==> config.mk <==
export PLATFORM = sky130hd
export DESIGN_NAME = ptp_serializer_flat
export DESIGN_NICKNAME = d
export VERILOG_FILES = /design/src/rtl/ptp_serializer_pkg.sv /design/src/rtl/ptp_serializer_if.sv /design/src/rtl/ptp_serializer_rise_detect.sv /design/src/rtl/ptp_serializer.sv /design/src/flat_wrapper.sv
export SDC_FILE = /design/constraint.sdc
export NUM_CORES = 1
export LEC_CHECK = 0
export CAP_MARGIN = 20
export CORE_MARGIN = 2
export CORE_UTILIZATION = 45
export DETAILED_ROUTE_END_ITERATION = 7
export GPL_TIMING_DRIVEN = 1
export HOLD_SLACK_MARGIN = 0.02
export PLACE_DENSITY = 0.82
export SLEW_MARGIN = 20
export SYNTH_ARGS = -nofsm -noshare
export SYNTH_HDL_FRONTEND = slang
export SYNTH_SLANG_ARGS = --single-unit
==> constraint.sdc <==
create_clock -name clk_i -period 3.1 [get_ports clk_i]
set_input_delay 0.31 -clock clk_i [delete_from_list [all_inputs] [get_ports clk_i]]
set_output_delay 0.31 -clock clk_i [all_outputs]
set_load 0.02 [all_outputs]
==> src/rtl/ptp_serializer_pkg.sv <==
// Shared types and constants for the ptp_serializer narrowing output stage.
package ptp_pkg;

    typedef enum logic {IDLE, SHIFT} ptp_state_t;

    // Mode bits restored on reset: MSB-first, one-shot.
    localparam logic MSB_FIRST_RST = 1'b1;
    localparam logic WRAP_RST      = 1'b0;

    function automatic int ptp_nchunk(int total, int w);
        return total / w;
    endfunction

endpackage

==> src/rtl/ptp_serializer_if.sv <==
// Frame load / chunk output bundle between the serializer and its I/O wrapper.
interface ptp_serializer_if #(
    parameter int TOTAL     = 64,
    parameter int OUT_WIDTH = 8
);
    logic [TOTAL-1:0]     data_i;
    logic                 load_i;
    logic                 msb_first_i;
    logic                 wrap_i;
    logic                 step_i;
    logic [OUT_WIDTH-1:0] value_o;
    logic                 valid_o;
    logic                 busy_o;
    logic                 done_o;

    modport master (
        output data_i, load_i, msb_first_i, wrap_i, step_i,
        input  value_o, valid_o, busy_o, done_o
    );

    modport slave (
        input  data_i, load_i, msb_first_i, wrap_i, step_i,
        output value_o, valid_o, busy_o, done_o
    );
endinterface

==> src/rtl/ptp_serializer_rise_detect.sv <==
// Registered 0->1 edge detector; a level held high yields a single rise.
module rise_detect (
    input  logic clk_i,
    input  logic reset_i,
    input  logic sig_i,
    output logic rise_o
);
    logic sig_q;

    always_ff @(posedge clk_i) begin
        if (reset_i) begin
            sig_q <= 1'b0;
        end else begin
            sig_q <= sig_i;
        end
    end

    assign rise_o = sig_i & ~sig_q;
endmodule

==> src/rtl/ptp_serializer.sv <==
// Snapshots a CHANNELS-word frame on load and emits it OUT_WIDTH bits per step rise.
module ptp_serializer
    import ptp_pkg::*;
#(
    parameter int CHANNELS  = 2,
    parameter int CH_WIDTH  = 32,
    parameter int OUT_WIDTH = 8
) (
    input  logic           clk_i,
    input  logic           reset_i,
    ptp_serializer_if.slave bus
);
    localparam int TOTAL  = CHANNELS * CH_WIDTH;
    localparam int NCHUNK = ptp_nchunk(TOTAL, OUT_WIDTH);
    localparam int PW     = (NCHUNK > 1) ? $clog2(NCHUNK) : 1;
    localparam int OW     = (TOTAL > 1) ? $clog2(TOTAL) : 1;
    localparam logic [PW-1:0] LAST = PW'(NCHUNK - 1);

    if ((TOTAL % OUT_WIDTH) != 0) begin : g_width_check
        $error("ptp_serializer: CHANNELS*CH_WIDTH must be a multiple of OUT_WIDTH");
    end

    ptp_state_t           state_q;
    logic [TOTAL-1:0]     snap_q;
    logic [PW-1:0]        ptr_q;
    logic                 msb_first_q;
    logic                 wrap_q;
    logic [OUT_WIDTH-1:0] value_q;
    logic                 valid_q;
    logic                 done_q;
    logic                 step_rise;
    logic [PW-1:0]        chunk_idx;
    logic [OW-1:0]        chunk_off;
    logic [OUT_WIDTH-1:0] chunk;

    rise_detect u_step_rise (
        .clk_i   (clk_i),
        .reset_i (reset_i),
        .sig_i   (bus.step_i),
        .rise_o  (step_rise)
    );

    // MSB-first walks the chunk index downward from the top of the frame.
    always_comb begin
        chunk_idx = msb_first_q ? (LAST - ptr_q) : ptr_q;
        chunk_off = OW'(int'(chunk_idx) * OUT_WIDTH);
        chunk     = snap_q[chunk_off +: OUT_WIDTH];
    end

    always_ff @(posedge clk_i) begin
        if (reset_i) begin
            state_q     <= IDLE;
            snap_q      <= '0;
            ptr_q       <= '0;
            msb_first_q <= MSB_FIRST_RST;
            wrap_q      <= WRAP_RST;
            value_q     <= '0;
            valid_q     <= 1'b0;
            done_q      <= 1'b0;
        end else begin
            valid_q <= 1'b0;
            done_q  <= 1'b0;
            // Load has priority over a coincident step, which is dropped.
            if (bus.load_i) begin
                state_q     <= SHIFT;
                snap_q      <= bus.data_i;
                ptr_q       <= '0;
                msb_first_q <= bus.msb_first_i;
                wrap_q      <= bus.wrap_i;
            end else if (state_q == SHIFT && step_rise) begin
                value_q <= chunk;
                valid_q <= 1'b1;
                if (ptr_q != LAST) begin
                    ptr_q <= ptr_q + 1'b1;
                end else if (wrap_q) begin
                    ptr_q <= '0;
                end else begin
                    done_q  <= 1'b1;
                    state_q <= IDLE;
                end
            end
        end
    end

    assign bus.value_o = value_q;
    assign bus.valid_o = valid_q;
    assign bus.done_o  = done_q;
    assign bus.busy_o  = (state_q == SHIFT);
endmodule

==> src/flat_wrapper.sv <==
// flat-port wrapper written by rule: the top's interface ports become plain ports
module ptp_serializer_flat import ptp_pkg::*;
#(
    parameter int CHANNELS  = 2,
    parameter int CH_WIDTH  = 32,
    parameter int OUT_WIDTH = 8
)
  (clk_i, reset_i, bus_data_i, bus_load_i, bus_msb_first_i, bus_wrap_i, bus_step_i, bus_value_o, bus_valid_o, bus_busy_o, bus_done_o);
  ptp_serializer_if #(.TOTAL(64), .OUT_WIDTH(OUT_WIDTH)) bus_i ();
  input  logic clk_i;
  input  logic reset_i;
  input wire logic [$bits(bus_i.data_i)-1:0] bus_data_i;
  input wire logic [$bits(bus_i.load_i)-1:0] bus_load_i;
  input wire logic [$bits(bus_i.msb_first_i)-1:0] bus_msb_first_i;
  input wire logic [$bits(bus_i.wrap_i)-1:0] bus_wrap_i;
  input wire logic [$bits(bus_i.step_i)-1:0] bus_step_i;
  output wire logic [$bits(bus_i.value_o)-1:0] bus_value_o;
  output wire logic [$bits(bus_i.valid_o)-1:0] bus_valid_o;
  output wire logic [$bits(bus_i.busy_o)-1:0] bus_busy_o;
  output wire logic [$bits(bus_i.done_o)-1:0] bus_done_o;
  assign bus_i.data_i = bus_data_i;
  assign bus_i.load_i = bus_load_i;
  assign bus_i.msb_first_i = bus_msb_first_i;
  assign bus_i.wrap_i = bus_wrap_i;
  assign bus_i.step_i = bus_step_i;
  assign bus_value_o = bus_i.value_o;
  assign bus_valid_o = bus_i.valid_o;
  assign bus_busy_o = bus_i.busy_o;
  assign bus_done_o = bus_i.done_o;
  ptp_serializer #(.CHANNELS(CHANNELS), .CH_WIDTH(CH_WIDTH), .OUT_WIDTH(OUT_WIDTH)) u_core (.clk_i(clk_i), .reset_i(reset_i), .bus(bus_i));
endmodule
After elaboration in Yosys (flattened, before gate mapping) --
Index checks and enable logic that the tools add are counted.
Cells by class: add/sub/neg operators 2, equality and inequality tests 3, shift-type cells 1, mux-type cells 9, bitwise gates (word level) 4, reductions and logical operators 8
Operators with widths (count):
- 64-bit by 7-bit indexed part select with 8-bit output | 1
- 3-bit two-way mux | 3
- 1-bit two-way mux | 6
- 2-bit inequality test (second input constant) | 2
- 2-bit AND reduction | 2
- 2-bit nonzero test | 2
- 4-bit OR reduction | 1
- 3-bit by 1-bit adder with 3-bit output (second input constant) | 1
- 3-bit inequality test (second input constant) | 1
- 1-bit NOT | 3
- 3-bit AND reduction | 1
- 3-bit subtractor (first input constant) | 1
- 2-bit OR reduction | 1
- 1-bit bitwise AND | 1
- 1-bit logical AND | 1
Word-level totals: register bits 81, input port bits 70, output and inout bits 11, logic and storage cells 36

Logic depth before layout (Yosys ltp) --
depth after elaboration 5, gate-level depth with buffers 7, gate-level depth less buffers 5

Cells and area by module --
A second synthesis with hierarchy kept.
Unflattened totals: cells, all modules 417, area, all modules 4030.1 sq um
Modules (own cells, without submodules):
- ptp_serializer | instances 1, cells each 414, area an instance 3982.6 sq um, sequential area each 1601.5 sq um
- rise_detect | instances 1, cells each 3, area an instance 47.5 sq um, sequential area each 20.0 sq um

Worst setup path after synthesis --
Ideal clock, no wire load.
kind reg2reg, from register u_core.state_q, in the netlist u_core.bus.busy_o, to register u_core.value_q[0], in the netlist u_core.bus.value_o[0], library setup time 0.132 ns, arrival time 1.392 ns, data required time 2.968 ns, slack 1.576 ns, cell stages (with the launch flop) 7, path buffers 1, clock period less this slack 1.524 ns, cell sequence dfxtp_1 > and4bb_1 > buf_4 > o21ai_2 > a221o_1 > a221oi_1 > nor3_1
On the way: word-level cells in the longest chain between the ends 2
RTL lines:
- start: declaration | RTL line ptp_serializer.sv:23 | ptp_state_t state_q;
- start signal: assignment | RTL line ptp_serializer.sv:52 | state_q <= IDLE;
- start signal: assignment | RTL line ptp_serializer.sv:65 | state_q <= SHIFT;
- start signal: assignment | RTL line ptp_serializer.sv:79 | state_q <= IDLE;
- 1-bit logical AND | RTL line ptp_serializer.sv:70 | end else if (state_q == SHIFT && step_rise) begin
- 2-bit AND reduction (no source line)
- end signal: assignment | RTL line ptp_serializer.sv:71 | value_q <= chunk;
- end: declaration | RTL line ptp_serializer.sv:28 | logic [OUT_WIDTH-1:0] value_q;
Every way passes these cells. A chain may end at the register's enable or synchronous reset.

Final worst setup path --
from register u_core.ptr_q[1], to register u_core.value_q[6], in the netlist u_core.bus.value_o[6]
On the way: word-level cells in the longest chain between the ends 3
RTL lines:
- start: declaration | RTL line ptp_serializer.sv:25 | logic [PW-1:0] ptr_q;
- start signal: assignment | RTL line ptp_serializer.sv:74 | ptr_q <= ptr_q + 1'b1;
- 3-bit subtractor | RTL line ptp_serializer.sv:45 | chunk_idx = msb_first_q ? (LAST - ptr_q) : ptr_q;
- 3-bit two-way mux * | RTL line ptp_serializer.sv:45
- 64-bit by 7-bit indexed part select with 8-bit output * | RTL line ptp_serializer.sv:47 | chunk = snap_q[chunk_off +: OUT_WIDTH];
Mark *: on every way between the ends. The rest lies on a longest branch, timed or not.

==> flow_summary.yaml <==
critical_path:
  cp.depth: 5
  arrival_ns: 2.43
  critical_path_required_ns: 3.32
  crit_family: "compound AO/OA/AOI/OAI gates"
  critPathMaxStageDelay_ns: 0.79
  endpoint_kind: "flip-flop"
  critPathCapture: "u_core.bus.value_o[6]"
  r2r_end: "u_core.bus.value_o[6]"
  r2r_slack_ns: 0.89
  r2r_cells: 5
  cpMaxStageDelayCell: "dfxtp_1"
  crit_path_max_fanout: 24
  reg2reg_from: "u_core.ptr_q[1]"
  crit_buf_inv: 0
  crit_path_cell_trace: "nand2b_1 > o21ai_2 > a22o_1 > a2111oi_0 > nor3_1"
  start_kind: "flip-flop"
  path_class: "reg2reg"
  startpoint: "u_core.ptr_q[1]"
global_route:
  grt_first_pass_wirelength_mm: 14.58
  antenna_found_initial: 0
  grtUsageMet3_pct: 5.906
  grt_max_degree: 59
  use_met1_pct: 24.49
  overflow: 0
  use_met2_pct: 36.41
  first_global_vias: 3072
  grtUsageTotal_pct: 21.15
  busiest_layer: "met2"
yosys:
  synthTopCellsByArea: "dfxtp_1 (44%), mux2i_1 (23%), nor2_1 (6.9%)"
  syn-num-nets: 464
  synth_edf_count: 0
  ys.flop_type: "dfxtp_1"
  yosysMostFrequentCell: "mux2i_1"
  synthArstFlopShare_pct: 0
  ys_seq_area_share_pct: 43.56
  ys.warnings.count: 0
  synth_top_area_share_pct: 43.56
  synth_compound_area_share_pct: 14.49
  syn_inst: 391
  synthMuxAreaShare_pct: 22.59
  synth-simple-area-share_pct: 14.15
  synth-xor-area-share_pct: 0
  synth_top_cells_by_count: "mux2i_1 (84), dfxtp_1 (81), nor2_1 (68), a21oi_1 (18), o22ai_1 (16)"
  synth_cell_types: 38
  synth_area_leader_cell: "dfxtp_1"
  synth-adder-area-share_pct: 1.008
  netlist_area_sq_um: 3722
  avgSynthCellArea_sq_um: 9.520
  synth_top_family_by_area: "multiplexers"
  synth_seq_cells: 81
sta:
  slew_headroom_pct: 38.18
  fmax_ghz: 0.4526
  finalSetupViolCount: 0
  setup_tns_ns: 0
  fin_skew_ns: 0.009882
  min_period_over_period_pct: 71.27
  rsz0062_at_grt: "no"
  tightestPinTransition_ns: 0.9273
  hold_violations: 0
  period_needed_ns: 2.209
  maxSlewViolCount: 0
drt:
  via_per_inst: 5.681
  first_pass_iters: 5
  drc: 0
  wl_per_cell_um: 16.41
  drt_iter0_drc: 271
  wirelength_mm: 9.303
  vias: 3221
  ant_nets: 0
pwr:
  combPwrFrac_pct: 12.9
  ir_worst_vdd_uv: 254.9
  power_density_nw_per_um2: 483.2
  power.share.clock_pct: 37.3
  seq_power_share_pct: 49.8
  power_mw: 2.302
  p_leak_nw: 1.902
  p_sw_mw: 0.5584
  p_int_mw: 1.743
  power_switching_share_pct: 24.26
cts:
  tritoncts: "done"
  cts.reportedPaths.clkPinSlew_ns: 0.08
  root_buffer: "clkbuf_8"
  clock_latency_ns: 0.36
  hold_buffers: 0
  clock_sinks: 81
  post_cts_buffers: 0
  htreeDepth: 3
  cts_resized: 0
  cts_buffers: 9
  clockBufferDepth: 2
finish:
  utilization_pct: 58.56
  ff_latch_area_sq_um: 1622
  synthToLayoutAreaGrowth_pct: 27.97
  instances_no_fill: 567
  fill_cells: 701
  layout-drive-gt1-share_pct: 6.061
  n_antenna_cell: 0
  multiInputGateArea_sq_um: 1944
  fin_nets: 530
placement:
  gp_congestion: 0.9205
  dpl.cell_count: 551
  hpwlAfterDp_mm: 6.720
  io_buffer_count: 80
floorplanning:
  core-area_sq_um: 8134
  floorplan.die_area_sq_um: 9016
  std_cell_rows: 33
  io_pins: 81
  start_util_pct: 45.76
  fp.dieH_um: 94.95
  die_w_um: 94.95
status:
  status: "finished, final reports clean"
worst_hold_path:
  hp-class: "in2reg"
job:
  drv_cap: 0
## worst min-delay path: cells and delay by family
kind | cells | cell delay [ns]
multiplexers | 1 | 0.14
buffers and inverters | 1 | 0.20
AND/OR/NAND/NOR | 1 | 0.07
## through the flow
stage          area [sq um]  setup slack [ns]  hold WS, ns
6_report               4763            0.8907       0.3899
5_1_grt                4763            0.6979       0.3907
4_1_cts                4763            0.9559       0.3798
3_5_place_dp           4536            0.9726       0.4901
3_3_place_gp           4536             1.047       0.4859
2_1_floorplan          3722             1.576       0.4324
## power groups by stage
stage	Sequential, mW	Combinational [mW]	Clock, mW
finish	1.15	0.296	0.859
global route	1.15	0.321	0.922
CTS	1.14	0.297	0.874
detailed placement	1.17	0.295	0
global placement	1.17	0.286	0
floorplan	1.15	0.167	0
## per-layer routing
| metal | share of wire (%) | vias up | wire length [um] |
|---|---|---|---|
| met2 | 48 | 125 | 4469 |
| met3 | 6.4 | 26 | 595 |
| met5 | 0 | - | 0 |
| met4 | 3.4 | 0 | 313 |
| li1 | - | 1562 | - |
| met1 | 42 | 1508 | 3925 |
## state kept, by name (all words and copies together) (netlist names)
name	flops
u_core.u_step_rise.sig_q	1
u_core.snap_q	64
u_core.bus.value_o	8
u_core.bus.busy_o	1
u_core.msb_first_q	1
u_core.wrap_q	1
u_core.ptr_q	3
u_core.bus.done_o	1
u_core.bus.valid_o	1
## logic make-up (layout without fill, tap and decap cells)
group                      Yosys count  after routing
AOI/OAI and AO/OA                   76             76
adders and majority gates            3              3
buffers and inverters               32            103
DFF                                 81             81
muxes                               84             84
and+or+nand+nor                    115            115
## worst min path at each step
stage / from / endpoint / slack, ns / depth (start not counted)
after CTS: bus_load_i / u_core.snap_q[40] / 0.38 / 3
final: bus_load_i / u_core.snap_q[46] / 0.39 / 3
after detailed placement: u_core.wrap_q / u_core.wrap_q / 0.49 / 2
after global placement: u_core.snap_q[63] / u_core.snap_q[63] / 0.49 / 2
after global routing: bus_load_i / u_core.snap_q[39] / 0.39 / 3
after floorplan: bus_msb_first_i / u_core.msb_first_q / 0.43 / 1
## layout by cell type, fill, tap and decap left out, drive strengths merged, types with 3 or more instances in the layout
master,count
a22oi,9
clkinv,3
or2,4
nor2,68
o221ai,8
dfxtp,81
nand3,6
nor2b,7
o21ai,6
nand2,7
a221o,5
a2111oi,3
a22o,3
nand2b,3
buf,7
a221oi,5
ha,3
nor3,10
clkdlybuf4s50,78
nor3b,3
a21oi,18
clkbuf,10
o22ai,16
mux2i,84
## cell type report
type | count | share of cell area, %
Clock buffer | 10 | 2.889
Clock inverter | 6 | 1.891
Inverter | 2 | 0.1576
Multi-Input combinational cell | 278 | 40.82
Sequential cell | 81 | 34.04
Tap cell | 105 | 2.758
Timing Repair Buffer | 85 | 17.44
Note: power is estimated with default switching activity, not from simulation.
